--- src/rtl/uart_tx_if.sv ---
// Parallel-side request bundle and serial-side status for the UART transmitter.
interface uart_tx_if #(
  parameter int Data_width = 8
);
  logic [Data_width-1:0] P_DATA;
  logic                  Data_Valid;
  logic                  PAR_EN;
  logic                  PAR_TYP;
  logic                  TX_OUT;
  logic                  busy;

  modport master (
    output P_DATA,
    output Data_Valid,
    output PAR_EN,
    output PAR_TYP,
    input  TX_OUT,
    input  busy
  );

  modport slave (
    input  P_DATA,
    input  Data_Valid,
    input  PAR_EN,
    input  PAR_TYP,
    output TX_OUT,
    output busy
  );
endinterface

--- src/rtl/uart_tx.sv ---
// UART frame serialiser (start, data LSB-first, optional parity, stop); start bit on the cycle after acceptance.
// No queuing: requests seen while busy are dropped, at least one idle-high cycle separates frames.
module uart_tx #(
  parameter int Data_width = 8
) (
  input  logic       CLK,
  input  logic       RST,
  uart_tx_if.slave   bus
);
  localparam int CW = $clog2(Data_width);
  localparam logic [CW-1:0] LAST = CW'(Data_width - 1);

  typedef enum logic [2:0] {IDLE, START, DATA, PARITY, STOP} state_t;

  state_t                state, state_nxt;
  logic [CW-1:0]         cnt, cnt_nxt;
  logic [Data_width-1:0] data_reg;
  logic                  par_en_reg;
  logic                  par_typ_reg;
  logic                  par_bit;
  logic                  accept;
  logic                  tx_nxt, busy_nxt;
  logic                  tx_out_r, busy_r;

  assign accept  = (state == IDLE) && bus.Data_Valid;
  assign par_bit = par_typ_reg ? ~^data_reg : ^data_reg;

  // Outputs decode the next state so the registered line tracks the active state.
  always_comb begin
    state_nxt = state;
    cnt_nxt   = cnt;
    tx_nxt    = 1'b1;
    busy_nxt  = 1'b1;
    case (state)
      IDLE:   if (bus.Data_Valid) state_nxt = START;
      START: begin
        cnt_nxt   = '0;
        state_nxt = DATA;
      end
      DATA: begin
        if (cnt == LAST) state_nxt = par_en_reg ? PARITY : STOP;
        else             cnt_nxt   = cnt + CW'(1);
      end
      PARITY: state_nxt = STOP;
      STOP:   state_nxt = IDLE;
      default: state_nxt = IDLE;
    endcase

    case (state_nxt)
      IDLE:    busy_nxt = 1'b0;
      START:   tx_nxt   = 1'b0;
      DATA:    tx_nxt   = data_reg[cnt_nxt];
      PARITY:  tx_nxt   = par_bit;
      default: tx_nxt   = 1'b1;
    endcase
  end

  always_ff @(posedge CLK) begin
    if (!RST) begin
      state       <= IDLE;
      cnt         <= '0;
      data_reg    <= '0;
      par_en_reg  <= 1'b0;
      par_typ_reg <= 1'b0;
      tx_out_r    <= 1'b1;
      busy_r      <= 1'b0;
    end else begin
      state    <= state_nxt;
      cnt      <= cnt_nxt;
      tx_out_r <= tx_nxt;
      busy_r   <= busy_nxt;
      if (accept) begin
        data_reg    <= bus.P_DATA;
        par_en_reg  <= bus.PAR_EN;
        par_typ_reg <= bus.PAR_TYP;
      end
    end
  end

  assign bus.TX_OUT = tx_out_r;
  assign bus.busy   = busy_r;
endmodule

--- src/flat_wrapper.sv ---
// flat-port wrapper written by rule: the top's interface ports become plain ports
module uart_tx_flat 
#(
  parameter int Data_width = 8
)
  (CLK, RST, bus_P_DATA, bus_Data_Valid, bus_PAR_EN, bus_PAR_TYP, bus_TX_OUT, bus_busy);
  uart_tx_if #(.Data_width(Data_width)) bus_i ();
  input  logic CLK;
  input  logic RST;
  input wire logic [$bits(bus_i.P_DATA)-1:0] bus_P_DATA;
  input wire logic [$bits(bus_i.Data_Valid)-1:0] bus_Data_Valid;
  input wire logic [$bits(bus_i.PAR_EN)-1:0] bus_PAR_EN;
  input wire logic [$bits(bus_i.PAR_TYP)-1:0] bus_PAR_TYP;
  output wire logic [$bits(bus_i.TX_OUT)-1:0] bus_TX_OUT;
  output wire logic [$bits(bus_i.busy)-1:0] bus_busy;
  assign bus_i.P_DATA = bus_P_DATA;
  assign bus_i.Data_Valid = bus_Data_Valid;
  assign bus_i.PAR_EN = bus_PAR_EN;
  assign bus_i.PAR_TYP = bus_PAR_TYP;
  assign bus_TX_OUT = bus_i.TX_OUT;
  assign bus_busy = bus_i.busy;
  uart_tx #(.Data_width(Data_width)) u_core (.CLK(CLK), .RST(RST), .bus(bus_i));
endmodule
--- config.mk ---
export PLATFORM = sky130hd
export DESIGN_NAME = uart_tx_flat
export DESIGN_NICKNAME = d
export VERILOG_FILES = /design/src/rtl/uart_tx_if.sv /design/src/rtl/uart_tx.sv /design/src/flat_wrapper.sv
export SDC_FILE = /design/constraint.sdc
export NUM_CORES = 1
export LEC_CHECK = 0
export BUFFER_PORTS_ARGS = -buffer_cell sky130_fd_sc_hd__buf_2
export CAP_MARGIN = 0
export CORE_MARGIN = 2
export CORE_UTILIZATION = 54
export DETAILED_ROUTE_END_ITERATION = 7
export GPL_TIMING_DRIVEN = 0
export PLACE_DENSITY_LB_ADDON = 0.05
export SYNTH_ARGS = -nofsm -noshare
export SYNTH_HDL_FRONTEND = slang
export SYNTH_SLANG_ARGS = --single-unit
--- constraint.sdc ---
create_clock -name CLK -period 2.05 [get_ports CLK]
set_clock_uncertainty 0.05 [all_clocks]
set_input_delay 0.1025 -clock CLK [delete_from_list [all_inputs] [get_ports CLK]]
set_output_delay 0.1025 -clock CLK [all_outputs]
set_load 0.1 [all_outputs]
==> impl_metrics.toml, run 1 <==
[critical_path]
path_max_fanout = 6
arrival_ns = 2.09
worstSetupStartpointType = "register"
cp_data_required_time_ns = 2.18
reg2reg_slack_ns = 0.09
crit_path_end_kind = "register"
path_class = "register to register"

[sta]
rsz0062_at_grt = "false"
slew_viol_final = 0
slew_headroom_pct = 68.0
setup_ws_ns = 0.0881
hold_slack_ns = 0.000150
setup_tns_ns = 0
hold_viol = 0
tightest_slew_ns = 0.483
fmax_mhz = 510
finalCritPeriodShare_pct = 95.7
fin_crit_ns = 1.96
finalSetupViolCount = 0

[die]
core_mm2 = 0.00167
start_util_pct = 55.8
die_x_um = 45.5
std_cell_rows = 15
dieArea_mm2 = 0.00207
ios = 15
fp.dieH_um = 45.5

[synthesis]
synth_xor_area_share_pct = 8.46
synthAdderAreaFrac_pct = 1.34
synth_commonest_cells = "nand2_1 (25), dfxtp_1 (18), a21boi_1 (10), xnor2_1 (7), inv_1 (5)"
yosys.area.top_type = "dfxtp_1"
netlist_top_cells_area = "dfxtp_1 (39%), nand2_1 (10%), a21boi_1 (8.1%)"
synth_top_family_by_area = "simple AND/OR/NAND/NOR gates"
yosys.area_share.simple_pct = 22.6
synth_area_um2 = 932
ys_seq_area_share_pct = 38.7
synthFlopType = "dfxtp_1"
muxShareOfSynthArea_pct = 4.30
synth_top_area_share_pct = 38.7
yosysMostFrequentCell = "nand2_1"
syn_nets = 123
syn_area_per_cell_um2 = 8.55
syn_inst = 109
synth_edf_count = 0
synth_warnings = 0
async_reset_ff_share_pct = 0
ys_seq_elements = 18
ys_types = 32
synth_compound_area_share_pct = 21.5

[route]
drt-total-wl_um = 1910
vias = 811
first_iter_violations = 12
viasPerCell = 5.30
firstDrtPassIters = 4
drcViolationCount = 0
ant_nets = 0
wl_per_cell_um = 12.5

[power]
ir_worst_vdd_v = 0.000455
sequentialPowerShare_pct = 49.0
p_clk_share_pct = 26.9
p_comb_share_pct = 24.1
p_sw_uw = 236
p_leak_nw = 0.458
power.density_mw_per_mm2 = 684
p_sw_share_pct = 29.3
finalPower_uw = 803
intPower_uw = 568

[global_routing]
grt_start_max_net_pins = 11
grt_antenna_before_repair = 0
grt_pass1_wl_um = 3470
grt_pass1_vias = 802
grt_usage_pct = 23.9
overflow = 0

[clock_network]
cts_root_buf = "clkbuf_4"
htree_levels = 1
cts_tree = "yes"
clk_latency_ns = 0.29
clkTransAtPathRegs_ns = 0.10
cts.sinks = 18
cts_max_path_buffers = 2
cts_buffers = 3

[placement]
dpl.hpwl_um = 1390
place_inst = 140
post-place-ws_ns = 0.0190
portBuffers = 14
routabilityCongestion = 0.852
postPlaceCellArea_mm2 = 0.00102

[finish]
fin_cells = 153
layout-drive-gt1-share_pct = 22.1
antennaDiodeCount = 0
fin_nets = 151
post-route-util_pct = 70.3
largest_register_ffs = 8
design_area_mm2 = 0.00117
areaGrowthSynthToFinish_pct = 25.9

[min_path]
hp-class = "primary input to register"

[status]
status = "complete, no violations"

[flow_run]
cap_violations = 0
## routing by layer
layer / up-vias / share of wire [%] / GRT usage [%]
met5: - / 0 / 0
met4: 0 / 2.7 / 14.1
met3: 4 / 2.5 / 4.76
met2: 13 / 51 / 41.7
met1: 367 / 44 / 26.4
li1: 427 / - / -
## area by class of cell
type,count,area [um^2]
Buffer,3,11.3
Clock buffer,4,36.3
Fill cell,128,497
Inverter,5,18.8
Multi-Input combinational cell,83,563
Sequential cell,18,363
Tap cell,17,21.3
Timing Repair Buffer,23,160
## final timing paths
path | start | depth (start not counted) | end
setup / recovery | u_core.cnt[0] | 7 | u_core.bus.TX_OUT
hold / removal | bus_P_DATA[0] | 3 | u_core.data_reg[0]
setup reg to reg | u_core.cnt[0] | 7 | u_core.bus.TX_OUT
hold reg to reg | u_core.par_typ_reg | 2 | u_core.par_typ_reg
## kinds of logic (layout without fill, tap and decap cells)
kind of cell | count (synthesis) | in the layout
and+or+nand+nor | 42 | 42
AOI/OAI and AO/OA | 27 | 27
DFF | 18 | 18
xor gates and xnor gates | 9 | 9
buffers and inverters | 8 | 35
muxes | 4 | 4
adders and majority gates | 1 | 1
## power by group through the flow
stage | Clock (mW) | Sequential [mW] | Combinational [mW]
floorplan | 0 | 0.426 | 0.110
global route | 0.238 | 0.398 | 0.213
finish | 0.216 | 0.394 | 0.193
CTS | 0.219 | 0.393 | 0.189
detailed placement | 0 | 0.401 | 0.175
global placement | 0 | 0.400 | 0.171
## worst max-delay path: stages, from the launching register on
cell and delay, ns:
dfxtp_2 0.38, ha_2 0.23, nand2_2 0.11, a22oi_2 0.21
o2bb2ai_4 0.19, mux2i_1 0.22, o22ai_1 0.11, or3_1 0.35
## timing repair
item / in CTS / in global routing
setup endpoints to repair: 1 / 1
pin swaps: 0 / 1
gates resized for setup: 1 / 4
hold buffers: 9 / 0
endpoints found under the hold margin: 9 / 0
buffers inserted: 0 / 0
gates cloned: 0 / 0
## layout by cell type, fill, tap and decap left out, types with 2 or more instances in the layout
cell,count
dfxtp_2,2
dlygate4sd3_1,9
xnor2_1,7
dfxtp_1,16
clkbuf_4,3
a21oi_1,4
nor2b_2,2
and3_1,2
buf_2,14
xor2_1,2
o21ai_0,4
and2_1,4
mux2i_1,4
clkbuf_1,3
nand2_1,25
inv_1,5
a21boi_1,10
(Power assumes the default switching activity.)
==> inputs of run 2 (changes only) <==
PLACE_DENSITY = 0.79   (was default)
PLACE_DENSITY_LB_ADDON = default   (was 0.05)
==> run 2 against run 1 <==
Compared with the run above:
- cell count increased by 0.65%
- wire length rose by 3.3%
- global-route usage decreased by 2.1 points
- critical path type unchanged
==> impl_metrics.toml, run 2 (synthesized netlist as in run 1, its figures left out) <==
[status]
status = "complete, no violations"

[power]
power.density_mw_per_mm2 = 684
ir_worst_vdd_v = 0.000360
p_leak_nw = 0.462

[clock_network]
cts_root_buf = "clkbuf_4"
post_cts_buffers = 0
cts_buffers = 3
cts_tree = "yes"
clkTransAtPathRegs_ns = 0.10
htree_levels = 1
cts.sinks = 18
clk_latency_ns = 0.31
cts_max_path_buffers = 2

[critical_path]
path_class = "register to register"
crit_family = "compound AO/OA/AOI/OAI gates"
path_buf_inv = 0
path_max_fanout = 7
cp.depth = 6
crit_chain = "nor2_2 -> a22oi_2 -> o2bb2ai_4 -> mux2i_1 -> o22ai_1 -> or3_1"
crit_path_end_kind = "register"
timing.rr.start = "u_core.state[0]"
crit_slowest_cell = "dfxtp_1"
r2r_cells = 6
rr_endpoint = "u_core.bus.TX_OUT"
setup.worst_path.start = "u_core.state[0]"
arrival_ns = 2.08
reg2reg_slack_ns = 0.12
max_stage_delay_ns = 0.55
worstSetupStartpointType = "register"
cp_data_required_time_ns = 2.20

[die]
ios = 15
dieArea_mm2 = 0.00207
die_x_um = 45.5
start_util_pct = 55.8
core_mm2 = 0.00167
std_cell_rows = 15
fp.dieH_um = 45.5

[placement]
dpl.hpwl_um = 1370
routabilityCongestion = 0.758
portBuffers = 14

[route]
firstDrtPassIters = 4
wl_per_cell_um = 12.8
drcViolationCount = 0
ant_nets = 0
first_iter_violations = 10
viasPerCell = 5.56
drt-total-wl_um = 1970
vias = 856

[min_path]
hold_depth = 2
hp-class = "primary input to register"
hp-start = "bus_Data_Valid"
hold_end = "u_core.bus.busy"

[sta]
hold_viol = 0
fmax_mhz = 517
rsz0062_at_grt = "false"
slew_headroom_pct = 68.0
hold_slack_ns = 0.0105
setup_tns_ns = 0
finalCritPeriodShare_pct = 94.4
fin_crit_ns = 1.93
slew_viol_final = 0
tightest_slew_ns = 0.483
finalSetupViolCount = 0

[global_routing]
grt_usage_pct = 21.8
overflow = 0
grt_pass1_vias = 793
grt_pass1_wl_um = 3280
grt_start_max_net_pins = 11
grt_antenna_before_repair = 0

[finish]
areaGrowthSynthToFinish_pct = 27.2
layout-drive-gt1-share_pct = 20.4
final_cell_mix = "nand2_1 (25), dfxtp_1 (17), buf_2 (14)"
largest_register_ffs = 8
antennaDiodeCount = 0
layout_commonest_cell = "nand2_1"
post-route-util_pct = 71.0
fin_nets = 152

[flow_run]
cap_violations = 0
[run 2: per-layer routing]
| metal | global-route usage [%] | routed length [um] |
|---|---|---|
| met3 | 4.76 | 81 |
| met5 | 0 | 0 |
| met2 | 34.1 | 944 |
| met4 | 10.6 | 53 |
| met1 | 28.2 | 891 |
[run 2: repair_timing]
action | CTS | global route
setup endpoints to repair | 1 | 1
resized for setup | 1 | 3
endpoints found under the hold margin | 10 | 0
pin swaps | 0 | 2
hold buffers | 10 | 0
[run 2: power breakdown]
group | internal (mW) | switching (mW)
sequential | 0.373 | 0.0233
combinational | 0.0871 | 0.106
clock | 0.109 | 0.113
total | 0.568 | 0.243
[run 2: worst max-delay path by stage]
stage | to | slack, ns
detailed placement | u_core.bus.TX_OUT | -0.02
global route | u_core.bus.TX_OUT | 0.02
global placement | u_core.bus.TX_OUT | 0.05
CTS | u_core.bus.TX_OUT | 0.01
finish | u_core.bus.TX_OUT | 0.12
floorplan | u_core.bus.TX_OUT | 0.20
[run 2: layout make-up]
type                            count  area (um^2)
Multi-Input combinational cell     83          567
Fill cell                         133          484
Sequential cell                    18          362
Timing Repair Buffer               24          170
Clock buffer                        4         36.3
Tap cell                           17         21.3
Inverter                            5         18.8
Buffer                              3         11.3
[run 2: worst register-to-register path: stages (launching register included)]
cell and delay (ns):
dfxtp_1 0.55, nor2_2 0.10, a22oi_2 0.27, o2bb2ai_4 0.20, mux2i_1 0.22, o22ai_1 0.10
or3_1 0.34
[run 2: stage by stage]
| step | total power [mW] | cell area [um^2] | setup slack (ns) | cells |
|---|---|---|---|---|
| after global placement | 0.571 | 1020 | 0.0457 | 140 |
| after floorplan | 0.535 | 932 | 0.197 | 109 |
| after global routing | 0.851 | 1190 | 0.0193 | 154 |
| after detailed placement | 0.577 | 1020 | -0.0203 | 140 |
| after CTS | 0.815 | 1160 | 0.0125 | 154 |
| final | 0.811 | 1190 | 0.115 | 154 |
